--- src/rtl/adc_pkg.sv ---
// rtl/adc_pkg.sv - shared types and constants for the voltage-to-BCD stage
package adc_pkg;

  typedef enum logic [1:0] {
    IDLE  = 2'd0,
    SHIFT = 2'd1,
    DONE  = 2'd2
  } state_e;

  localparam int BCD_W       = 4;
  localparam int DIGITS      = 4;
  localparam int SHIFT_CNT   = 16;
  localparam int SAT_MAX_DEF = 9999;

endpackage

--- src/rtl/bcd_add3.sv ---
// rtl/bcd_add3.sv - double-dabble digit correction: add 3 when the digit is 5 or more
module bcd_add3
  import adc_pkg::*;
(
  input  logic [BCD_W-1:0] din,
  output logic [BCD_W-1:0] dout
);

  always_comb begin
    dout = din;
    if (din >= BCD_W'(5)) dout = din + BCD_W'(3);
  end

endmodule

--- src/rtl/volt_bcd_conv.sv ---
// rtl/volt_bcd_conv.sv - sequential binary-to-BCD converter between voltage_convert and lcd_1602
// One capture edge, sixteen shift-add-3 edges, one output edge; a one-deep buffer holds a newer strobe.
module volt_bcd_conv
  import adc_pkg::*;
#(
  parameter int unsigned SAT_MAX = SAT_MAX_DEF
) (
  input  logic       clk,
  input  logic       rst_n,
  input  logic [15:0] voltage,
  input  logic       voltage_valid,
  output logic       busy,
  output logic       bcd_valid,
  output logic [3:0] bcd_thou,
  output logic [3:0] bcd_hund,
  output logic [3:0] bcd_tens,
  output logic [3:0] bcd_ones,
  output logic       ovf
);

  localparam logic [15:0] SAT_V = 16'(SAT_MAX);
  localparam int ACC_W = BCD_W * DIGITS;

  state_e           state_q, state_d;
  logic [3:0]       cnt_q, cnt_d;
  logic [15:0]      shreg_q, shreg_d;
  logic [ACC_W-1:0] acc_q, acc_d;
  logic [ACC_W-1:0] acc_adj;
  logic             ovf_pend_q, ovf_pend_d;
  logic             pend_q, pend_d;
  logic [15:0]      pend_val_q, pend_val_d;
  logic             busy_q, busy_d;
  logic             bcd_valid_q, bcd_valid_d;
  logic [ACC_W-1:0] dig_q, dig_d;
  logic             ovf_q, ovf_d;

  logic             cap_en;
  logic [15:0]      cap_src;

  for (genvar g = 0; g < DIGITS; g++) begin : g_add3
    bcd_add3 u_add3 (
      .din  (acc_q[g*BCD_W +: BCD_W]),
      .dout (acc_adj[g*BCD_W +: BCD_W])
    );
  end

  always_comb begin
    state_d     = state_q;
    cnt_d       = cnt_q;
    shreg_d     = shreg_q;
    acc_d       = acc_q;
    ovf_pend_d  = ovf_pend_q;
    pend_d      = pend_q;
    pend_val_d  = pend_val_q;
    busy_d      = busy_q;
    bcd_valid_d = 1'b0;
    dig_d       = dig_q;
    ovf_d       = ovf_q;
    cap_en      = 1'b0;
    cap_src     = voltage;

    case (state_q)
      IDLE: begin
        if (voltage_valid) cap_en = 1'b1;
      end
      SHIFT: begin
        if (voltage_valid) begin
          pend_d     = 1'b1;
          pend_val_d = voltage;
        end
        {acc_d, shreg_d} = {acc_adj[ACC_W-2:0], shreg_q, 1'b0};
        cnt_d = cnt_q + 4'd1;
        if (cnt_q == 4'(SHIFT_CNT - 1)) state_d = DONE;
      end
      DONE: begin
        dig_d       = acc_q;
        ovf_d       = ovf_pend_q;
        bcd_valid_d = 1'b1;
        // A strobe landing on this very edge is newer than anything buffered.
        if (voltage_valid) begin
          cap_en = 1'b1;
          pend_d = 1'b0;
        end else if (pend_q) begin
          cap_en  = 1'b1;
          cap_src = pend_val_q;
          pend_d  = 1'b0;
        end else begin
          state_d = IDLE;
          busy_d  = 1'b0;
        end
      end
      default: begin
        state_d = IDLE;
        busy_d  = 1'b0;
      end
    endcase

    if (cap_en) begin
      state_d    = SHIFT;
      busy_d     = 1'b1;
      cnt_d      = 4'd0;
      acc_d      = '0;
      ovf_pend_d = (cap_src > SAT_V);
      shreg_d    = (cap_src > SAT_V) ? SAT_V : cap_src;
    end
  end

  always_ff @(posedge clk or negedge rst_n) begin
    if (!rst_n) begin
      state_q     <= IDLE;
      cnt_q       <= 4'd0;
      shreg_q     <= '0;
      acc_q       <= '0;
      ovf_pend_q  <= 1'b0;
      pend_q      <= 1'b0;
      pend_val_q  <= '0;
      busy_q      <= 1'b0;
      bcd_valid_q <= 1'b0;
      dig_q       <= '0;
      ovf_q       <= 1'b0;
    end else begin
      state_q     <= state_d;
      cnt_q       <= cnt_d;
      shreg_q     <= shreg_d;
      acc_q       <= acc_d;
      ovf_pend_q  <= ovf_pend_d;
      pend_q      <= pend_d;
      pend_val_q  <= pend_val_d;
      busy_q      <= busy_d;
      bcd_valid_q <= bcd_valid_d;
      dig_q       <= dig_d;
      ovf_q       <= ovf_d;
    end
  end

  assign busy      = busy_q;
  assign bcd_valid = bcd_valid_q;
  assign bcd_thou  = dig_q[15:12];
  assign bcd_hund  = dig_q[11:8];
  assign bcd_tens  = dig_q[7:4];
  assign bcd_ones  = dig_q[3:0];
  assign ovf       = ovf_q;

endmodule

--- config.mk ---
export PLATFORM = sky130hd
export DESIGN_NAME = volt_bcd_conv
export DESIGN_NICKNAME = d
export VERILOG_FILES = /design/src/rtl/adc_pkg.sv /design/src/rtl/bcd_add3.sv /design/src/rtl/volt_bcd_conv.sv
export SDC_FILE = /design/constraint.sdc
export NUM_CORES = 1
export LEC_CHECK = 0
export BUFFER_PORTS_ARGS = -buffer_cell sky130_fd_sc_hd__buf_4
export CAP_MARGIN = 0
export CORE_AREA = 4 4 131 120
export CTS_BUF_LIST = sky130_fd_sc_hd__clkbuf_4 sky130_fd_sc_hd__clkbuf_8 sky130_fd_sc_hd__clkbuf_16
export CTS_CLUSTER_DIAMETER = 150
export DETAILED_ROUTE_END_ITERATION = 8
export DIE_AREA = 0 0 135 124
export SLEW_MARGIN = 20
export SYNTH_ARGS = -nofsm -noshare
export SYNTH_HDL_FRONTEND = slang
export SYNTH_SLANG_ARGS = --single-unit
--- constraint.sdc ---
create_clock -name clk -period 2.1 [get_ports clk]
set_input_delay 0.21 -clock clk [delete_from_list [all_inputs] [get_ports clk]]
set_output_delay 0.21 -clock clk [all_outputs]
set_load 0.005 [all_outputs]
==> reports/results.ini, run 1 <==
[yosys]
avgSynthCellArea_um2=11.45
synth_area_leaders=dfrtp_1 53%, mux2_2 11%, o21ai_0 4.0%
synth_ff_type=dfrtp_1
ys_ff_latch=75
async_flop_share_pct=100.0
synth_top_area_share_pct=53.04
syn_inst=309
synth_seq_area_share_pct=53.04
synth_most_common_cell=dfrtp_1
syn_nets=337
synth_cell_types=44
synth_edf_count=0
synth_common_cells=75 x dfrtp_1, 34 x mux2_2, 33 x nand2_1
yosys.area.top_type=dfrtp_1
synth_area_um2=3538
ys_warn_count=0

[pwr]
intPower_uw=4326
p_sw_uw=2079
power_frac_clock_pct=27.1
vdd_drop_max_mv=0.5069
p_sw_share_pct=32.46
pwr_density_cell_nw_per_um2=1436
combPwrFrac_pct=35.0
finalPower_uw=6405
power.leakage_uw=0.001978
sequentialPowerShare_pct=37.8

[setup_path]
critPathMaxStageDelay_ns=0.51
slowest_stage=or4b_4
worst_setup_path_end_kind=register
critPathTopFamily=simple AND/OR/NAND/NOR gates
crit_type=register to register
worstPathMaxFanout=14
crit_path_start_kind=register
required_ns=2.29
path_cells=and4bb_4 > or4b_4 > a21oi_4 > o21ai_0
crit_buf_inv=0
arrival_ns=2.13

[flow_run]
maxCapViolations=0

[clock_network]
tritoncts=yes
cts.repair.resized=0
cts-buffers-inserted=9
cts_sinks=75
clock_path_buffers=2
clk_pin_slew_ns=0.05
h-tree-depth=3
clk_latency_ns=0.33
cts-root-buf=clkbuf_16

[timing]
setup-violations-final=0
setup_tns_ns=0
slew_headroom_pct=63.93
worst_pin_slew_ns=0.5411
fmax_mhz=514.8
drv_slew=0
rsz0062_at_grt=false
hold_viol=0
period_share_pct=92.50
clock-skew-final_ns=0.004598
fin_crit_ns=1.943

[final_layout]
diodes=0
drive_above_1_share_pct=30.94
fin_nets=385
area.growth.synth_to_final_pct=26.06
stdcell_count=560

[place]
post-dp-hpwl_um=5401
gp_congestion=0.7959
port_buffers=37
place_inst=543

[floorplanning]
start_util_pct=24.48
die_area_um2=16740
rows=42
die_height_um=124
io_pins=38
core_um2=14450
fp.dieW_um=135

[global_route]
grt_pass1_wl_um=12970
grt_pass1_vias=2584
antenna_found_initial=0
grtUsageTotal_pct=9.768
grt_max_degree=42
gr-total-overflow=0

[drt]
routed-via-count=2565
drtIter0Drc=115
finalWirelength_um=7464
drtAntennaViolNets=0
vias_per_cell=4.580
wl_per_cell_um=13.33
drc=0
dr.pass1.iters=4

[min_path]
hold_class=primary input to register

[run_status]
outcome=completed

==> power by group through the flow <==
stage / Combinational, uW / Clock [uW] / Sequential [uW]
after detailed placement: 2260 / 0 / 2450
after floorplan: 1590 / 0 / 2350
after CTS: 2280 / 1790 / 2420
final: 2240 / 1740 / 2420
after global placement: 2200 / 0 / 2430
after global routing: 2530 / 1840 / 2520
==> logic make-up (layout without fill, tap and decap cells) <==
group / count (synthesis) / in the layout / synth area share (%)
compound gates: 87 / 87 / 17.12
flops: 75 / 75 / 53.04
simple gates: 64 / 64 / 9.088
mux: 39 / 39 / 12.23
buf+inv: 26 / 79 / 3.112
fa+ha+maj: 9 / 9 / 3.183
xor+xnor: 9 / 9 / 2.228
==> sequential cells by signal, indices dropped and copies added, names as in the netlist <==
name,cells
ovf,1
cnt_q,4
ovf_pend_q,1
shreg_q,16
pend_q,1
bcd_valid,1
state_q,2
acc_q,16
busy,1
pend_val_q,16
dig_q,16
==> final cells by class <==
class	instances	area, um2
clock buffer	13	280.3
tap	198	247.7
multi-input combinational	208	1554
timing repair buffer	52	392.9
sequential	75	1877
inverter	11	41.29
clock inverter	3	67.56
fill	1476	9991
==> placed cells by master, fill, tap and decap left out, types with 2 or more instances in the layout <==
cell type | netlist | routed
or4_1 | 2 | 2
clkbuf_16 | 0 | 9
ha_1 | 9 | 9
nand4_1 | 3 | 3
a22o_1 | 7 | 7
o32ai_1 | 3 | 3
o22ai_1 | 4 | 4
mux2_2 | 34 | 34
a32oi_1 | 3 | 3
nand2b_1 | 4 | 4
a31o_2 | 4 | 4
a22oi_1 | 3 | 3
o2bb2ai_2 | 2 | 2
mux2i_1 | 5 | 5
o31ai_1 | 5 | 5
buf_4 | 0 | 51
clkbuf_8 | 0 | 4
xnor2_1 | 4 | 4
nor4_1 | 3 | 3
a221oi_1 | 3 | 3
nor2_1 | 7 | 7
nand2_1 | 33 | 33
nor2b_1 | 4 | 3
xor2_1 | 5 | 5
dfrtp_1 | 75 | 75
o21ai_0 | 28 | 28
inv_1 | 11 | 11
a21oi_1 | 15 | 15
a32o_1 | 4 | 4
bufinv_16 | 0 | 2
==> worst register-to-register path, delay by kind of cell, from the launching register on <==
| kind | cells | cell delay (ns) |
|---|---|---|
| flip-flops | 1 | 0.44 |
| AND/OR/NAND/NOR | 2 | 0.79 |
| AO/OA/AOI/OAI | 2 | 0.58 |
==> what timing repair did <==
action	4_1_cts	5_1_grt
endpoints found under the hold margin	38	0
endpoints found under the setup margin	0	0
hold buffers	1	0
buffers inserted	0	0
==> per-stage QoR <==
stage               hold slack [ns]  instance area (um2)  utilization, %  worst slack (ns)
floorplan                  -0.08559                 3538               -            0.4240
global placement             0.2252                 4103           28.39            0.2135
detailed placement           0.2344                 4103           28.39            0.1722
CTS                          0.1088                 4461           30.87            0.1662
global route                 0.1119                 4461           30.87           0.07274
finish                       0.1206                 4461           30.87            0.1574
==> metal layers <==
layer | share of wire [%] | GRT usage (%) | wire length, um
met1 | 49 | 13.26 | 3686
met2 | 44 | 14.88 | 3272
met3 | 5.6 | 3.029 | 417
met4 | 1.2 | 3.275 | 88
met5 | 0 | 0 | 0
==> final timing paths <==
kind                                        startpoint                        end  slack [ns]  cells after the start
worst max-delay path            state_q[1]$_DFFE_PN0P_     shreg_q[8]$_DFFE_PN0P_        0.16                      4
worst min-delay path                        voltage[1]  pend_val_q[1]$_DFFE_PN0P_        0.12                      2
worst max register to register  state_q[1]$_DFFE_PN0P_     shreg_q[8]$_DFFE_PN0P_        0.16                      4
worst min register to register    dig_q[9]$_DFFE_PN0N_       dig_q[9]$_DFFE_PN0N_        0.48                      2
max in group asynchronous                        rst_n       dig_q[1]$_DFFE_PN0N_        1.10                      3
min in group asynchronous                        rst_n       dig_q[7]$_DFFE_PN0N_        0.40                      2
Power figures use the tool's default switching activity.
==> inputs of run 2 (changes only) <==
==> constraint.sdc (replaced) <==
create_clock -name clk -period 1.89 [get_ports clk]
set_input_delay 0.378 -clock clk [delete_from_list [all_inputs] [get_ports clk]]
set_output_delay 0.378 -clock clk [all_outputs]
set_load 0.005 [all_outputs]
==> run 2 against run 1 <==
Worst setup slack worse by 0.060 ns. Total power increased by 11%. Clock skew increased by 0.0017 ns. Fmax is 8.4% higher. Critical path depth increased by 1. Cell count increased by 1.6%. Hold slack better by 0.16 ns. Non-clock buffer count grew 9. Utilization up 0.45 points. Largest cell class unchanged.
==> reports/results.ini, run 2 (synthesized netlist as in run 1, its figures left out) <==
[run_status]
outcome=completed

[setup_path]
crit_path_start_kind=register
worst_setup_path_end_kind=register
crit_type=register to register
arrival_ns=1.98  ; -0.15 ns
worstPathMaxFanout=9  ; -5
required_ns=2.08  ; -0.21 ns

[drt]
drtIter0Drc=150  ; +30%
wl_per_cell_um=13.35  ; +0.16%
drtAntennaViolNets=0  ; unchanged
finalWirelength_um=7596  ; +1.8%
routed-via-count=2586  ; +0.82%
drc=0  ; unchanged
vias_per_cell=4.545  ; -0.78%
dr.pass1.iters=4  ; unchanged

[floorplanning]
die_height_um=124  ; unchanged
die_area_um2=16740  ; unchanged
fp.dieW_um=135  ; unchanged
start_util_pct=24.48  ; unchanged
rows=42  ; unchanged
io_pins=38  ; unchanged
core_um2=14450  ; unchanged

[final_layout]
drive_above_1_share_pct=32.61  ; +1.7 points
fin_nets=394  ; +2.3%
diodes=0  ; unchanged
layout_commonest_cell=dfrtp_1
area.growth.synth_to_final_pct=27.90
final_cell_mix=75 x dfrtp_1, 59 x buf_4, 34 x mux2_2

[clock_network]
clk_pin_slew_ns=0.05  ; about the same
h-tree-depth=3  ; unchanged
cts_sinks=75  ; unchanged
clk_latency_ns=0.34  ; about the same
tritoncts=yes
cts-root-buf=clkbuf_16
clock_path_buffers=2  ; unchanged
cts.repair.resized=0  ; unchanged
cts-buffers-inserted=9  ; unchanged

[timing]
fmax_mhz=557.9  ; +8.4%
worst_pin_slew_ns=0.5657  ; +0.02460 ns
slew_headroom_pct=62.15  ; -1.8 points
fin_ws_ns=0.09755  ; -0.05985 ns
setup-violations-final=0  ; unchanged
clock-skew-final_ns=0.006277  ; +0.001678 ns
period_share_pct=94.84  ; +2.3 points
setup_tns_ns=0  ; unchanged
fin_crit_ns=1.792  ; -0.1502 ns
drv_slew=0  ; unchanged
hold_viol=0  ; unchanged
rsz0062_at_grt=false

[pwr]
vdd_drop_max_mv=0.5693  ; +12%
pwr_density_cell_nw_per_um2=1572  ; +9.5%
power.leakage_uw=0.002020  ; +2.2%
finalPower_uw=7114  ; +11%

[min_path]
hold_class=primary input to register

[global_route]
grt_pass1_wl_um=12920  ; -0.32%
grtUsageTotal_pct=9.709  ; -0.059 points
gr-total-overflow=0  ; unchanged
use_met1_pct=12.73  ; -0.52 points
use_met2_pct=14.94  ; +0.063 points
grt_pass1_vias=2661  ; +3.0%
top_usage_layer=met2
use_met3_pct=3.352  ; +0.32 points
grt_max_degree=34  ; -19%
antenna_found_initial=0  ; unchanged

[place]
place_ws_ns=-0.07966  ; -0.2519 ns
gp_congestion=0.8012  ; +0.67%
post-dp-hpwl_um=5447  ; +0.85%
port_buffers=37  ; unchanged

[flow_run]
maxCapViolations=0  ; unchanged

-- run 2: cell types whose count changed in the layout (fill, tap and decap cells not counted) --
cell,delta
clkinv_2,+1
clkbuf_4,+1
clkbuf_8,-2
buf_12,+1
buf_4,+8
-- run 2: worst max-delay path, cell delays in order, from the launching register on --
cell and delay, ns:
dfrtp_1 0.38, and4bb_4 0.41, buf_4 0.19, nor4_1 0.08, a31oi_2 0.40, a32oi_1 0.18
-- run 2: cell type report --
type                    count  area, um2
well taps                 198      247.7
clock buffers              12      260.3
inverters                  11      41.29
fillers                  1485       9926
clock inverters             4      72.57
multi-input cells         208       1554
flip-flops and latches     75       1877
repair buffers             61      473.0
-- run 2: metal layers --
metal  share of wire, %  up-vias
met3                5.4       11
met2                 44       53
met5                  0        -
met4                1.2        0
met1                 49     1277
li1                   -     1245
-- run 2: through the flow --
step / area (um2) / hold WS (ns) / cells / util [%]
2_1_floorplan: 3538 / 0.08241 / 309 / -
3_3_place_gp: 4183 / 0.3473 / 552 / 28.94
3_5_place_dp: 4183 / 0.3487 / 552 / 28.94
4_1_cts: 4526 / 0.2749 / 569 / 31.32
5_1_grt: 4526 / 0.2810 / 569 / 31.32
6_report: 4526 / 0.2838 / 569 / 31.32
-- run 2: power by group --
part	internal, uW	switching [uW]	leakage, uW	total, uW
Sequential	2250	440	0.000927	2690
Combinational	1290	1250	0.000931	2540
Clock	1240	644	0.000162	1880
Total	4780	2330	0.00202	7110
-- run 2: path summary, 6_finish.rpt --
kind | from | endpoint | slack [ns] | cells past startpoint
hold reg to reg | dig_q[4]$_DFFE_PN0N_ | dig_q[4]$_DFFE_PN0N_ | 0.48 | 2
max in group asynchronous | rst_n | shreg_q[0]$_DFFE_PN0P_ | 0.73 | 3
setup / recovery | state_q[0]$_DFFE_PN0P_ | shreg_q[1]$_DFFE_PN0P_ | 0.1 | 5
hold / removal | voltage[2] | pend_val_q[2]$_DFFE_PN0P_ | 0.28 | 2
setup reg to reg | state_q[0]$_DFFE_PN0P_ | shreg_q[1]$_DFFE_PN0P_ | 0.1 | 5
min in group asynchronous | rst_n | acc_q[1]$_DFFE_PN0P_ | 0.55 | 2
-- run 2: repair_timing --
item,in CTS,in global routing
endpoints found under the hold margin,29,0
buffers inserted,0,0
hold buffers,1,0
==> inputs of run 3 (changes only) <==
--- a/config.mk
+++ b/config.mk
@@ -5,13 +5,14 @@
 export SDC_FILE = /design/constraint.sdc
 export NUM_CORES = 1
 export LEC_CHECK = 0
+export ABC_AREA = 1
 export BUFFER_PORTS_ARGS = -buffer_cell sky130_fd_sc_hd__buf_4
 export CAP_MARGIN = 0
-export CORE_AREA = 4 4 131 120
+export CORE_AREA = 4 4 132 122
 export CTS_BUF_LIST = sky130_fd_sc_hd__clkbuf_4 sky130_fd_sc_hd__clkbuf_8 sky130_fd_sc_hd__clkbuf_16
 export CTS_CLUSTER_DIAMETER = 150
 export DETAILED_ROUTE_END_ITERATION = 8
-export DIE_AREA = 0 0 135 124
+export DIE_AREA = 0 0 136 126
 export SLEW_MARGIN = 20
 export SYNTH_ARGS = -nofsm -noshare
 export SYNTH_HDL_FRONTEND = slang
==> run 3 against run 2 <==
Worst setup slack improved by 0.035 ns. Utilization down 0.41 points. Die area grew 2.4%. Global-route usage is 0.11 points higher. Wire length grew 2.7%. Critical path depth rose by 4. Register-to-register slack gained 0.03 ns. Sequential share of layout area is 0.24 points higher. Sequential power decreased by 19%. Largest cell class unchanged.
==> reports/results.ini, run 3 <==
[final_layout]
final_cell_area_um2=4499  ; -0.58%
drive_above_1_share_pct=20.17  ; -12 points
fin_nets=494  ; +25%
layout_commonest_cell=nand2_1
utilization_pct=30.91  ; -0.41 points
diodes=0  ; unchanged
final_cell_mix=104 x nand2_1, 75 x dfrtp_1, 53 x o21ai_0
stdcell_count=669  ; +18%
area.growth.synth_to_final_pct=24.00

[drt]
finalWirelength_um=7801  ; +2.7%
drc=0  ; unchanged
drtAntennaViolNets=0  ; unchanged
drtIter0Drc=127  ; -15%
dr.pass1.iters=5  ; +1
routed-via-count=2883  ; +11%
vias_per_cell=4.309  ; -5.2%
wl_per_cell_um=11.66  ; -13%

[place]
gp_congestion=0.8142  ; +1.6%
post-dp-hpwl_um=5793  ; +6.3%
port_buffers=37  ; unchanged
placed_area_um2=4177  ; -0.15%
place_ws_ns=0.04275  ; +0.1224 ns
place_inst=652  ; +18%

[setup_path]
required_ns=2.11  ; +0.03 ns
critPathTopFamily=simple AND/OR/NAND/NOR gates
worstPathMaxFanout=13  ; +4
crit_path_start_kind=register
arrival_ns=1.98  ; about the same
crit_buf_inv=1  ; unchanged
crit_type=register to register
critPathMaxStageDelay_ns=0.43  ; +0.02 ns
worst_setup_path_end_kind=register
path_cells=nor2_8 > buf_6 > nand3b_1 > nand2_2 > nand2_1 > a21oi_4 > nand3_4 > nor2_1 > nor2_1
timing.critical_path.mode_cell=nor2_1
slowest_stage=dfrtp_1

[yosys]
ys_warn_count=0  ; unchanged
synth_ff_type=dfrtp_1
syn_nets=448  ; +33%
avgSynthCellArea_um2=8.639  ; -25%
synth_edf_count=0  ; unchanged
synth_most_common_cell=nand2_1
synth_seq_area_share_pct=51.72  ; -1.3 points
synth_area_um2=3628  ; +2.5%
synth_top_area_share_pct=51.72  ; -1.3 points
yosys.area.top_type=dfrtp_1
async_flop_share_pct=100.0  ; unchanged
synth_common_cells=105 x nand2_1, 75 x dfrtp_1, 53 x o21ai_0
syn_inst=420  ; +36%
synth_cell_types=33  ; -25%
synth_area_leaders=dfrtp_1 52%, nand2_1 11%, o21ai_0 7.3%
ys_ff_latch=75  ; unchanged

[timing]
setup-violations-final=0  ; unchanged
fmax_mhz=568.9  ; +2.0%
fin_ws_ns=0.1322  ; +0.03463 ns
drv_slew=0  ; unchanged
hold_viol=0  ; unchanged
slew_headroom_pct=61.67  ; -0.48 points
fin_crit_ns=1.758  ; -0.03463 ns
period_share_pct=93.01  ; -1.8 points
clock-skew-final_ns=0.008276  ; +0.001999 ns
worst_pin_slew_ns=0.5750  ; +0.009306 ns
setup_tns_ns=0  ; unchanged

[clock_network]
cts-root-buf=clkbuf_16
clk_latency_ns=0.34  ; about the same
cts-buffers-inserted=9  ; unchanged
cts_sinks=75  ; unchanged
tritoncts=yes
clock_path_buffers=2  ; unchanged
ctsHoldBuffers=0  ; -1
h-tree-depth=3  ; unchanged
clk_pin_slew_ns=0.06  ; about the same

[floorplanning]
fp.dieW_um=136  ; +0.74%
core_um2=14560  ; +0.73%
io_pins=38  ; unchanged
start_util_pct=24.93  ; +0.44 points
die_area_um2=17140  ; +2.4%
die_height_um=126  ; +1.6%
rows=42  ; unchanged

[global_route]
grt_pass1_vias=2962  ; +11%
grt_max_degree=43  ; +26%
antenna_found_initial=0  ; unchanged
grtUsageTotal_pct=9.815  ; +0.11 points
grt_pass1_wl_um=13650  ; +5.6%
gr-total-overflow=0  ; unchanged

[pwr]
power.leakage_uw=0.002130  ; +5.4%
vdd_drop_max_mv=0.5267  ; -7.5%
pwr_density_cell_nw_per_um2=1237  ; -21%

[run_status]
outcome=completed

[min_path]
hold_class=primary input to asynchronous set/reset pin

[flow_run]
maxCapViolations=0  ; unchanged

[run 3: power breakdown]
| group | internal (uW) | switching [uW] |
|---|---|---|
| combinational | 719 | 1070 |
| clock | 940 | 659 |
| sequential | 1970 | 218 |
| total | 3630 | 1940 |
[run 3: timing repair]
item                       4_1_cts  5_1_grt
setup buffers                    0        1
resized for setup                0        7
setup endpoints to repair        0       28
[run 3: cell type report]
type,count,area (um2)
clock buffer,11,246.5
clock inverter,5,38.79
fill,1548,10060
inverter,56,212.7
multi-input combinational,273,1474
sequential,75,1877
tap,198,247.7
timing repair buffer,51,402.9
[run 3: logic make-up after synthesis]
logic type               Yosys count  synth area share, %
AO/OA/AOI/OAI                     79                12.69
XOR/XNOR                           6                1.448
adder cells (fa/ha/maj)            9                3.104
buffers and inverters             72                8.207
flip-flops                        75                51.72
multiplexers                       7                2.173
AND/OR/NAND/NOR                  172                20.66
[run 3: layer usage]
layer / wire [um] / GRT usage (%) / vias to the layer above
met5: 0 / 0 / -
met4: 91 / 3.201 / 0
met3: 395 / 3.270 / 9
met2: 3450 / 14.68 / 61
met1: 3863 / 13.38 / 1358
li1: - / - / 1455
[run 3: metrics by stage]
stage	hold WS (ns)	total power, uW
after floorplan	0.08241	3364
after global placement	0.4090	3927
after detailed placement	0.4203	3987
after CTS	0.05350	5621
after global routing	0.09192	6020
final	0.03033	5567
[run 3: final timing paths]
check,depth (start not counted),start,endpoint,slack [ns]
worst max-delay path,9,state_q[0]$_DFFE_PN0P_,shreg_q[0]$_DFFE_PN0P_,0.13
worst min-delay path,1,rst_n,shreg_q[13]$_DFFE_PN0P_,0.03
worst max register to register,9,state_q[0]$_DFFE_PN0P_,shreg_q[0]$_DFFE_PN0P_,0.13
worst min register to register,2,shreg_q[1]$_DFFE_PN0P_,shreg_q[1]$_DFFE_PN0P_,0.48
max in group asynchronous,2,rst_n,acc_q[11]$_DFFE_PN0P_,1.35
min in group clk,2,voltage[9],pend_val_q[9]$_DFFE_PN0P_,0.29
